**src/rtl/kv_store_arbiter_if.sv**
```systemverilog
// Request, key-value store and response channels shared between the arbiter
// (master) and the requesters/store/response sink (slave).
interface kv_store_arbiter_if #(
  parameter int NUM_REQ = 4,
  parameter int ID_BITS = 2
);
  logic [NUM_REQ-1:0]    req_valid;
  logic [NUM_REQ-1:0]    req_ready;
  logic [2*NUM_REQ-1:0]  req_op;
  logic [32*NUM_REQ-1:0] req_key;
  logic [32*NUM_REQ-1:0] req_value;
  logic [NUM_REQ-1:0]    req_kind;

  logic        kv_ram_enable;
  logic        kv_write_enable;
  logic [1:0]  kv_signal;
  logic [31:0] kv_key;
  logic [31:0] kv_value;
  logic [31:0] kv_transact_value;
  logic        kv_transact_kind;
  logic [31:0] kv_updated_value;
  logic [31:0] kv_value_addr;

  logic               rsp_valid;
  logic               rsp_ready;
  logic [ID_BITS-1:0] rsp_id;
  logic [31:0]        rsp_data;
  logic [31:0]        rsp_addr;
  logic               rsp_err;

  modport master (
    input  req_valid, req_op, req_key, req_value, req_kind,
    output req_ready,
    output kv_ram_enable, kv_write_enable, kv_signal, kv_key, kv_value,
           kv_transact_value, kv_transact_kind,
    input  kv_updated_value, kv_value_addr,
    output rsp_valid, rsp_id, rsp_data, rsp_addr, rsp_err,
    input  rsp_ready
  );

  modport slave (
    output req_valid, req_op, req_key, req_value, req_kind,
    input  req_ready,
    input  kv_ram_enable, kv_write_enable, kv_signal, kv_key, kv_value,
           kv_transact_value, kv_transact_kind,
    output kv_updated_value, kv_value_addr,
    input  rsp_valid, rsp_id, rsp_data, rsp_addr, rsp_err,
    output rsp_ready
  );
endinterface

```
**src/rtl/kv_store_arbiter.sv**
```systemverilog
// Round-robin arbiter that serialises NUM_REQ requesters onto one cuckoo-hash
// store, holding each command for OP_LATENCY cycles before sampling its result.
module kv_store_arbiter #(
  parameter int NUM_REQ    = 4,
  parameter int ID_BITS    = 2,
  parameter int OP_LATENCY = 100
) (
  input  logic        clock,
  input  logic        reset_n,
  kv_store_arbiter_if.master bus,
  output logic        busy,
  output logic [31:0] op_count
);

  localparam int CNT_W = (OP_LATENCY > 1) ? $clog2(OP_LATENCY) : 1;
  localparam logic [CNT_W-1:0] CNT_LOAD = CNT_W'(OP_LATENCY - 1);

  typedef enum logic [1:0] {IDLE, BUSY, RESP} state_t;

  state_t             state_reg;
  logic [ID_BITS-1:0] ptr_reg;
  logic [CNT_W-1:0]   count_reg;

  logic [1:0]  op_arr  [NUM_REQ];
  logic [31:0] key_arr [NUM_REQ];
  logic [31:0] val_arr [NUM_REQ];

  genvar gi;
  generate
    for (gi = 0; gi < NUM_REQ; gi++) begin : g_unpack
      assign op_arr[gi]  = bus.req_op[2*gi +: 2];
      assign key_arr[gi] = bus.req_key[32*gi +: 32];
      assign val_arr[gi] = bus.req_value[32*gi +: 32];
    end
  endgenerate

  logic [NUM_REQ-1:0] grant;
  logic [ID_BITS-1:0] grant_idx;
  logic [ID_BITS-1:0] scan_idx;
  logic               grant_any;

  // First valid requester at or after the pointer, wrapping; reset forces no grant.
  always_comb begin
    grant     = '0;
    grant_idx = '0;
    grant_any = 1'b0;
    scan_idx  = '0;
    if (state_reg == IDLE && reset_n) begin
      for (int k = 0; k < NUM_REQ; k++) begin
        scan_idx = ID_BITS'((int'(ptr_reg) + k) % NUM_REQ);
        if (!grant_any && bus.req_valid[scan_idx]) begin
          grant[scan_idx] = 1'b1;
          grant_idx       = scan_idx;
          grant_any       = 1'b1;
        end
      end
    end
  end

  assign bus.req_ready = grant;
  assign busy          = (state_reg != IDLE);

  logic [1:0]  sel_op;
  logic [31:0] sel_key;
  logic [31:0] sel_val;
  logic        sel_kind;

  assign sel_op   = op_arr[grant_idx];
  assign sel_key  = key_arr[grant_idx];
  assign sel_val  = val_arr[grant_idx];
  assign sel_kind = bus.req_kind[grant_idx];

  always_ff @(posedge clock or negedge reset_n) begin
    if (!reset_n) begin
      state_reg             <= IDLE;
      ptr_reg               <= '0;
      count_reg             <= '0;
      bus.kv_ram_enable     <= 1'b0;
      bus.kv_write_enable   <= 1'b0;
      bus.kv_signal         <= 2'd0;
      bus.kv_key            <= '0;
      bus.kv_value          <= '0;
      bus.kv_transact_value <= '0;
      bus.kv_transact_kind  <= 1'b0;
      bus.rsp_valid         <= 1'b0;
      bus.rsp_id            <= '0;
      bus.rsp_data          <= '0;
      bus.rsp_addr          <= '0;
      bus.rsp_err           <= 1'b0;
      op_count              <= '0;
    end else begin
      case (state_reg)
        IDLE: begin
          if (grant_any) begin
            ptr_reg    <= ID_BITS'((int'(grant_idx) + 1) % NUM_REQ);
            bus.rsp_id <= grant_idx;
            if (sel_op == 2'd3) begin
              // Illegal opcode never touches the store; answer immediately.
              bus.rsp_err   <= 1'b1;
              bus.rsp_data  <= '0;
              bus.rsp_addr  <= '0;
              bus.rsp_valid <= 1'b1;
              state_reg     <= RESP;
            end else begin
              bus.kv_ram_enable     <= 1'b1;
              bus.kv_write_enable   <= (sel_op != 2'd0);
              bus.kv_signal         <= sel_op;
              bus.kv_key            <= sel_key;
              bus.kv_value          <= (sel_op == 2'd1) ? sel_val : 32'd0;
              bus.kv_transact_value <= (sel_op == 2'd2) ? sel_val : 32'd0;
              bus.kv_transact_kind  <= (sel_op == 2'd2) && sel_kind;
              bus.rsp_err           <= 1'b0;
              count_reg             <= CNT_LOAD;
              state_reg             <= BUSY;
            end
          end
        end
        BUSY: begin
          if (count_reg == '0) begin
            // The store has no done flag: its outputs are trusted only here.
            bus.rsp_data          <= bus.kv_updated_value;
            bus.rsp_addr          <= bus.kv_value_addr;
            bus.rsp_valid         <= 1'b1;
            bus.kv_ram_enable     <= 1'b0;
            bus.kv_write_enable   <= 1'b0;
            bus.kv_signal         <= 2'd0;
            bus.kv_key            <= '0;
            bus.kv_value          <= '0;
            bus.kv_transact_value <= '0;
            bus.kv_transact_kind  <= 1'b0;
            state_reg             <= RESP;
          end else begin
            count_reg <= count_reg - 1'b1;
          end
        end
        RESP: begin
          if (bus.rsp_ready) begin
            bus.rsp_valid <= 1'b0;
            bus.rsp_err   <= 1'b0;
            op_count      <= op_count + 32'd1;
            state_reg     <= IDLE;
          end
        end
        default: state_reg <= IDLE;
      endcase
    end
  end

endmodule

```
**src/flat_wrapper.sv**
```systemverilog
// flat-port wrapper written by rule: the top's interface ports become plain ports
module kv_store_arbiter_flat 
#(
  parameter int NUM_REQ    = 4,
  parameter int ID_BITS    = 2,
  parameter int OP_LATENCY = 100
)
  (clock, reset_n, busy, op_count, bus_req_valid, bus_req_op, bus_req_key, bus_req_value, bus_req_kind, bus_req_ready, bus_kv_ram_enable, bus_kv_write_enable, bus_kv_signal, bus_kv_key, bus_kv_value, bus_kv_transact_value, bus_kv_transact_kind, bus_kv_updated_value, bus_kv_value_addr, bus_rsp_valid, bus_rsp_id, bus_rsp_data, bus_rsp_addr, bus_rsp_err, bus_rsp_ready);
  kv_store_arbiter_if #(.NUM_REQ(NUM_REQ), .ID_BITS(ID_BITS)) bus_i ();
  input  logic clock;
  input  logic reset_n;
  output logic busy;
  output logic [31:0] op_count;
  input wire logic [$bits(bus_i.req_valid)-1:0] bus_req_valid;
  input wire logic [$bits(bus_i.req_op)-1:0] bus_req_op;
  input wire logic [$bits(bus_i.req_key)-1:0] bus_req_key;
  input wire logic [$bits(bus_i.req_value)-1:0] bus_req_value;
  input wire logic [$bits(bus_i.req_kind)-1:0] bus_req_kind;
  output wire logic [$bits(bus_i.req_ready)-1:0] bus_req_ready;
  output wire logic [$bits(bus_i.kv_ram_enable)-1:0] bus_kv_ram_enable;
  output wire logic [$bits(bus_i.kv_write_enable)-1:0] bus_kv_write_enable;
  output wire logic [$bits(bus_i.kv_signal)-1:0] bus_kv_signal;
  output wire logic [$bits(bus_i.kv_key)-1:0] bus_kv_key;
  output wire logic [$bits(bus_i.kv_value)-1:0] bus_kv_value;
  output wire logic [$bits(bus_i.kv_transact_value)-1:0] bus_kv_transact_value;
  output wire logic [$bits(bus_i.kv_transact_kind)-1:0] bus_kv_transact_kind;
  input wire logic [$bits(bus_i.kv_updated_value)-1:0] bus_kv_updated_value;
  input wire logic [$bits(bus_i.kv_value_addr)-1:0] bus_kv_value_addr;
  output wire logic [$bits(bus_i.rsp_valid)-1:0] bus_rsp_valid;
  output wire logic [$bits(bus_i.rsp_id)-1:0] bus_rsp_id;
  output wire logic [$bits(bus_i.rsp_data)-1:0] bus_rsp_data;
  output wire logic [$bits(bus_i.rsp_addr)-1:0] bus_rsp_addr;
  output wire logic [$bits(bus_i.rsp_err)-1:0] bus_rsp_err;
  input wire logic [$bits(bus_i.rsp_ready)-1:0] bus_rsp_ready;
  assign bus_i.req_valid = bus_req_valid;
  assign bus_i.req_op = bus_req_op;
  assign bus_i.req_key = bus_req_key;
  assign bus_i.req_value = bus_req_value;
  assign bus_i.req_kind = bus_req_kind;
  assign bus_req_ready = bus_i.req_ready;
  assign bus_kv_ram_enable = bus_i.kv_ram_enable;
  assign bus_kv_write_enable = bus_i.kv_write_enable;
  assign bus_kv_signal = bus_i.kv_signal;
  assign bus_kv_key = bus_i.kv_key;
  assign bus_kv_value = bus_i.kv_value;
  assign bus_kv_transact_value = bus_i.kv_transact_value;
  assign bus_kv_transact_kind = bus_i.kv_transact_kind;
  assign bus_i.kv_updated_value = bus_kv_updated_value;
  assign bus_i.kv_value_addr = bus_kv_value_addr;
  assign bus_rsp_valid = bus_i.rsp_valid;
  assign bus_rsp_id = bus_i.rsp_id;
  assign bus_rsp_data = bus_i.rsp_data;
  assign bus_rsp_addr = bus_i.rsp_addr;
  assign bus_rsp_err = bus_i.rsp_err;
  assign bus_i.rsp_ready = bus_rsp_ready;
  kv_store_arbiter #(.NUM_REQ(NUM_REQ), .ID_BITS(ID_BITS), .OP_LATENCY(OP_LATENCY)) u_core (.clock(clock), .reset_n(reset_n), .bus(bus_i), .busy(busy), .op_count(op_count));
endmodule
```
**config.mk**
```make
export PLATFORM = sky130hd
export DESIGN_NAME = kv_store_arbiter_flat
export DESIGN_NICKNAME = d
export VERILOG_FILES = /design/src/rtl/kv_store_arbiter_if.sv /design/src/rtl/kv_store_arbiter.sv /design/src/flat_wrapper.sv
export SDC_FILE = /design/constraint.sdc
export NUM_CORES = 1
export LEC_CHECK = 0
export CORE_AREA = 2 2 211 213
export CTS_BUF_LIST = sky130_fd_sc_hd__clkbuf_8 sky130_fd_sc_hd__clkbuf_16
export DETAILED_ROUTE_END_ITERATION = 16
export DIE_AREA = 0 0 213 215
export PLACE_DENSITY_LB_ADDON = 0.25
export SETUP_SLACK_MARGIN = 0.5
export SKIP_LAST_GASP = 1
export SLEW_MARGIN = 20
export SYNTH_ARGS = -nofsm -noshare
export SYNTH_HDL_FRONTEND = slang
export SYNTH_SLANG_ARGS = --single-unit
```
**constraint.sdc**
```tcl
create_clock -name clock -period 3.46 [get_ports clock]
set_input_delay 1.038 -clock clock [delete_from_list [all_inputs] [get_ports clock]]
set_output_delay 1.038 -clock clock [all_outputs]
set_load 0.02 [all_outputs]
```
## After elaboration in Yosys (flattened, before gate mapping)

Cells that the tools add are included.

- Output and inout bits: 206
- Flip-flop bits (word level): 212
- Bits in read-only memories: 0
- Input port bits: 339
- Memory bits (writable): 0
- Logic and storage cells: 171
- Latch bits: 0
- Memories kept: 0

- Bitwise logic cells: 4
- Muxes and demuxes: 97
- $mul: 0
- Reduce and logical (&&, ||, !) cells: 27
- Add/sub/neg operators: 6
- Magnitude comparators: 10
- Shifts and indexed selects: 0
- Eq/ne operators: 11
- Div/mod/pow operators: 0

Operators with widths:

| cell | number |
|---|---|
| $mux W32 | 17 |
| $pmux W32 S2 | 5 |
| $bmux W32 S2 | 2 |
| $add A32 B1 Y32 const B | 1 |
| $mux W4 | 8 |
| $mux W1 | 30 |
| $mux W2 | 14 |
| $mux W7 | 3 |
| $lt A2 B3 Y1 const B | 5 |
| $pmux W7 S2 | 1 |
| $or A4 B4 Y4 | 3 |
| $reduce_and A4 Y1 | 3 |
| $bmux W1 S2 | 5 |
| $logic_and A1 B1 Y1 | 9 |
| $demux W1 S2 | 4 |
| $ge A2 B1 Y1 const B | 4 |
| $ne A2 B2 Y1 const B | 4 |
| $pmux W1 S2 | 4 |
| $reduce_bool A2 Y1 | 4 |
| $logic_not A7 Y1 | 1 |
| $sub A7 B1 Y7 const B | 1 |
| $eq A2 B2 Y1 const B | 3 |
| $pmux W2 S3 | 1 |
| $reduce_and A3 Y1 | 2 |
| other kinds (14) | 21 |

## Logic depth before layout (Yosys ltp)

- Depth after elaboration: 25
- Depth in mapped cells: 13
- Mapped depth without buffers: 9

## Worst setup path before layout

Ideal clock, no wire load.

- Kind: flip-flop to output port
- From: register u_core.ptr_reg[0]
- To: output bus_req_ready[0]
- Cell stages (with the launch flop): 8
- Required time: 2.422 ns
- Path slack: -0.098 ns
- Path buffers: 1
- Data arrival time: 2.520 ns
- Path through: dfrtp_1 > buf_6 > inv_1 > ha_1 > mux4_2 > nor4b_4 > a221oi_1 > nor2_1

- Longest elaborated chain between the ends: 16

Ends and longest elaborated chain:

| element | RTL line | text |
|---|---|---|
| start: declaration | kv_store_arbiter.sv:21 | `logic [ID_BITS-1:0] ptr_reg;` |
| start signal: assignment | kv_store_arbiter.sv:95 | `ptr_reg <= ID_BITS'((int'(grant_idx) + 1) % NUM_REQ);` |
| parallel branches: the longest is 14 deep, another holds $lt A2 B3 Y1 | n/a |  |
| $mux W4 (*) | kv_store_arbiter.sv:51 | `if (!grant_any && bus.req_valid[scan_idx]) begin` |
| $mux W4 (*) | kv_store_arbiter.sv:48 | `if (state_reg == IDLE && reset_n) begin` |
| end: declaration | flat_wrapper.sv:19 | `output wire logic [$bits(bus_i.req_ready)-1:0] bus_req_ready;` |

Mark *: on every way between the ends. The select of a mux whose other input is x is not followed.

## Worst setup path after layout

- From: input bus_req_valid[1]
- To: output bus_req_ready[2]

- Longest elaborated chain between the ends: 16

Ends and longest elaborated chain:

| element | RTL line | text |
|---|---|---|
| start: declaration | flat_wrapper.sv:14 | `input wire logic [$bits(bus_i.req_valid)-1:0] bus_req_valid;` |
| $bmux W1 S2 | kv_store_arbiter.sv:51 |  |
| $mux W1 (implied by the code) | kv_store_arbiter.sv:51 |  |
| $mux W1 | kv_store_arbiter.sv:51 |  |
| $mux W1 | kv_store_arbiter.sv:48 |  |
| $logic_not A1 Y1 | kv_store_arbiter.sv:51 |  |
| $logic_and A1 B1 Y1 | kv_store_arbiter.sv:51 |  |
| $mux W1 | kv_store_arbiter.sv:51 |  |
| $mux W1 | kv_store_arbiter.sv:48 |  |
| $logic_not A1 Y1 | kv_store_arbiter.sv:51 |  |
| $logic_and A1 B1 Y1 | kv_store_arbiter.sv:51 |  |
| $mux W1 | kv_store_arbiter.sv:51 |  |
| $mux W1 | kv_store_arbiter.sv:48 |  |
| $logic_not A1 Y1 | kv_store_arbiter.sv:51 |  |
| $logic_and A1 B1 Y1 | kv_store_arbiter.sv:51 |  |
| $mux W4 (*) | kv_store_arbiter.sv:51 |  |
| $mux W4 (*) | kv_store_arbiter.sv:48 |  |

Every way passes the cells marked *; elsewhere a longest branch is shown, timed or not. The select of a mux whose other input is x is not followed.

==> impl_results.md <==
* Post-layout min period at 3.76 ns
* Async set-or-reset flop fraction in the synthesized netlist at 1.00
* Hold WC Path Type: reg2reg
* Initial core utilization at 0.262
* Leading area contributor after synthesis: dfrtp_1
* Via/cell ratio at 4.80
* Cts hold-fix bufs at 0
* Peak Freq at about 270 MHz
* Fraction of layout cells with a size suffix above 1 at 0.264
* Mux share of post-synthesis cell area at 0.197
* Die height at 215 um
* Tot Pwr at 5.79 mW
* EDFF count, synth at 0
* Non-filler instance count after layout at 2350
* Peak supply drop at 0.000218 V
* Global Route met2 Usage at 0.375
* First-pass GRT wire length at 73.0 mm
* GRT busiest layer: met2
* Placed insts at 2204
* Die Area at 45800 um2
* WP data arrival at around 2.7 ns
* Gr usage total at 0.208
* Layout Area Growth over Synthesis at 88.7%
* Compound-cell area share of the yosys netlist at 0.136
* Clk sinks at 212
* Post-Route WL at 49.1 mm
* Clk network pwr share at 0.465
* Slowest CP cell: mux4_2
* Internal power at 4.49 mW
* Fillcell total at 3975
* P_sw at 1.30 mW
* Failing checks: negative setup slack
* Combinational Power Share at 0.107
* Synth cell count leaders: 212 x dfrtp_1, 190 x nand2_1, 100 x mux2i_1
* Crit Path Class: in2out
* Largest net degree at the start of global routing at 73
* Synthesized area per cell at 10.6 um2
* Post-synthesis sequential area ratio at 0.464
* Pwr dens at approximately 270 nW/um2
* Placed Area at 18000 um2
* Final Hold Viols at 0
* Slowest cell delay on critical path at between 0.5 and 0.6 ns
* Setup WS pre-CTS at -0.968 ns
* Synth Area in Adders at 0.0120
* End-of-flow core utilization at 0.494
* Crit-path max FO at 7
* GR Util met3 at 0.0644
* Slew HR at 0.347
* Synth warn at 0
* Fin area at around 22000 um2
* Hold EP: u_core.bus.rsp_id[0]$_DFFE_PN0P_
* CP Capture Type: primary output
* Hold path start: u_core.bus.rsp_id[0]$_DFFE_PN0P_
* Flops & latches, synth at 212
* Post-synth top flop: dfrtp_1
* DP HPWL at 32.5 mm
* Critical Path RT at 2.42 ns
* Sequential share of power at 0.428
* Cell Chain, Critical Path: clkdlybuf4s15_2 -> mux4_2 -> nor4b_4 -> buf_4 -> a221oi_2 -> nor2_2 -> buf_6
* Top-area cell type share of the netlist area at 0.464
* Worst hold path stage count at 2
* Initial antenna violation count at 7
* Total leakage power at 9.03 nW
* Main combinational cell family by area after synthesis: multiplexers
* Buffers added on ports at 544
* Status: finished with violations
* Netlist cell types at 50
* Mapped Area at 11400 um2
* Std cell rows at 77
* Synthesized Nets at 1428
* Total gr overflow at 0
* Die Span X at 213 um
* Gpl congestion at 0.846
* Tcrit/Tclk final at 1.09
* Root Driver: clkbuf_16
* CORE AREA at 43600 um2
* RSZ-0062 raised after global routing: yes
* DRC violations left at 0
* Top Ports at 545
* Fin Hold WS at 0.471 ns
* Clk Latency, worst-skew pair at between 0.5 and 0.6 ns
* CTS tree: yes
* Critical Path Start Type: primary input
* Reg2Reg Depth at 19
* Post-synthesis cell count at 1078
* Met1 Use GR at 0.237
* Sw Ratio at 0.225
* Iteration-0 DRC Markers at 569
* Final-report setup violation count at 178
* Xor and xnor area share after synthesis at 0.0253
* Top post-synthesis cells by area: dfrtp_1 46%, mux2i_1 8.8%, mux4_2 7.5%
* Setup slack, reg-to-reg at -0.14 ns
* Nets@finish at around 2100
* Simple-gate portion of the synthesized area at 0.110
* H-tree Lvls at 1
* Clock tree buffer depth at 3
* Slew Limit Fails at 0
* Final WS setup at -0.300 ns
* # Max-Cap Violations at 0
* Avg WL per Cell at approximately 21 um
* Total CTS buffers at 26
* DRT Pass-1 Iters at 7
* Number of global-route vias before repair at 12000
* Post-route setup TNS at -21.61 ns
* Routed via count at 11300
* Post-DRT Antenna Nets at 0
* Clock edge transition at the registers on the reported setup and hold paths at roughly 0.06 ns
* R2r startpoint: u_core.ptr_reg[0]$_DFFE_PN0P_
* Most frequent cell after synthesis: dfrtp_1
* Fin Clk Skew at 0.0269 ns
* Reg2reg end: u_core.bus.rsp_data[31]$_DFFE_PN0P_
* Slew @ Worst Pin at about 0.98 ns
worst max-delay path, delay by kind of cell:
family / cells / cell delay (ns)
and+or+nand+nor: 2 / 0.52
AOI/OAI and AO/OA: 1 / 0.07
buffers and inverters: 3 / 0.54
muxes: 1 / 0.54
power groups by stage:
stage | combinational (mW) | sequential [mW] | clock [mW]
after detailed placement | 0.592 | 2.52 | 0
after global placement | 0.586 | 2.52 | 0
after global routing | 0.663 | 2.48 | 2.87
final | 0.619 | 2.48 | 2.69
after CTS | 0.614 | 2.48 | 2.76
after floorplan | 0.106 | 2.53 | 0
final cells by class:
cell class	instances	area, um2	area share
flip-flops and latches	212	5310	0.246
repair buffers	714	8030	0.372
multi-input cells	739	6470	0.300
diodes	5	12.5	0.000580
inverters	42	158	0.00731
well taps	592	741	0.0344
clock inverters	13	97.6	0.00453
clock buffers	33	747	0.0346
cell families after synthesis:
| family | count (synthesis) |
|---|---|
| and+or+nand+nor | 284 |
| AOI/OAI and AO/OA | 237 |
| DFF | 212 |
| muxes | 173 |
| buffers and inverters | 128 |
| xor gates and xnor gates | 33 |
| adders and majority gates | 11 |
layer usage:
layer  up-vias  share of wire
met5         -        0.00055
met4         4          0.024
met3        62          0.084
met2       390           0.51
met1      5597           0.38
li1       5216              -
cell usage in the layout (no fill, tap or decap), types with 11 or more instances in the layout:
master | Yosys | routed
nand2_1 | 190 | 189
mux2i_1 | 100 | 100
dfrtp_1 | 212 | 212
inv_1 | 42 | 46
clkbuf_16 | 0 | 26
and3_1 | 12 | 12
mux4_2 | 38 | 38
xnor2_1 | 23 | 23
nor2_1 | 26 | 20
buf_16 | 0 | 32
clkdlybuf4s50_1 | 0 | 534
mux2_2 | 35 | 31
nand3_1 | 11 | 11
o22ai_4 | 0 | 13
buf_4 | 12 | 59
a22oi_1 | 69 | 67
buf_6 | 11 | 37
buf_12 | 0 | 37
o21ai_2 | 0 | 70
o22ai_2 | 0 | 51
how the worst max path moves through the flow:
stage	startpoint	cells after the start	to	slack [ns]
after floorplan	u_core.ptr_reg[0]$_DFFE_PN0P_	7	bus_req_ready[0]	0.04
after global placement	bus_req_valid[1]	6	bus_req_ready[0]	-0.91
after detailed placement	bus_req_valid[2]	6	bus_req_ready[2]	-0.97
after CTS	u_core.ptr_reg[0]$_DFFE_PN0P_	8	bus_req_ready[0]	-0.25
after global routing	u_core.ptr_reg[0]$_DFFE_PN0P_	10	bus_req_ready[2]	-0.39
final	bus_req_valid[1]	7	bus_req_ready[2]	-0.30
what timing repair did:
action,4_1_cts,5_1_grt
gates resized for setup,286,50
pin swaps,83,41
setup endpoints to repair,182,181
cloned,32,0
endpoints found under the hold margin,0,0
setup buffers,51,12
Power figures use the tool's default switching activity.
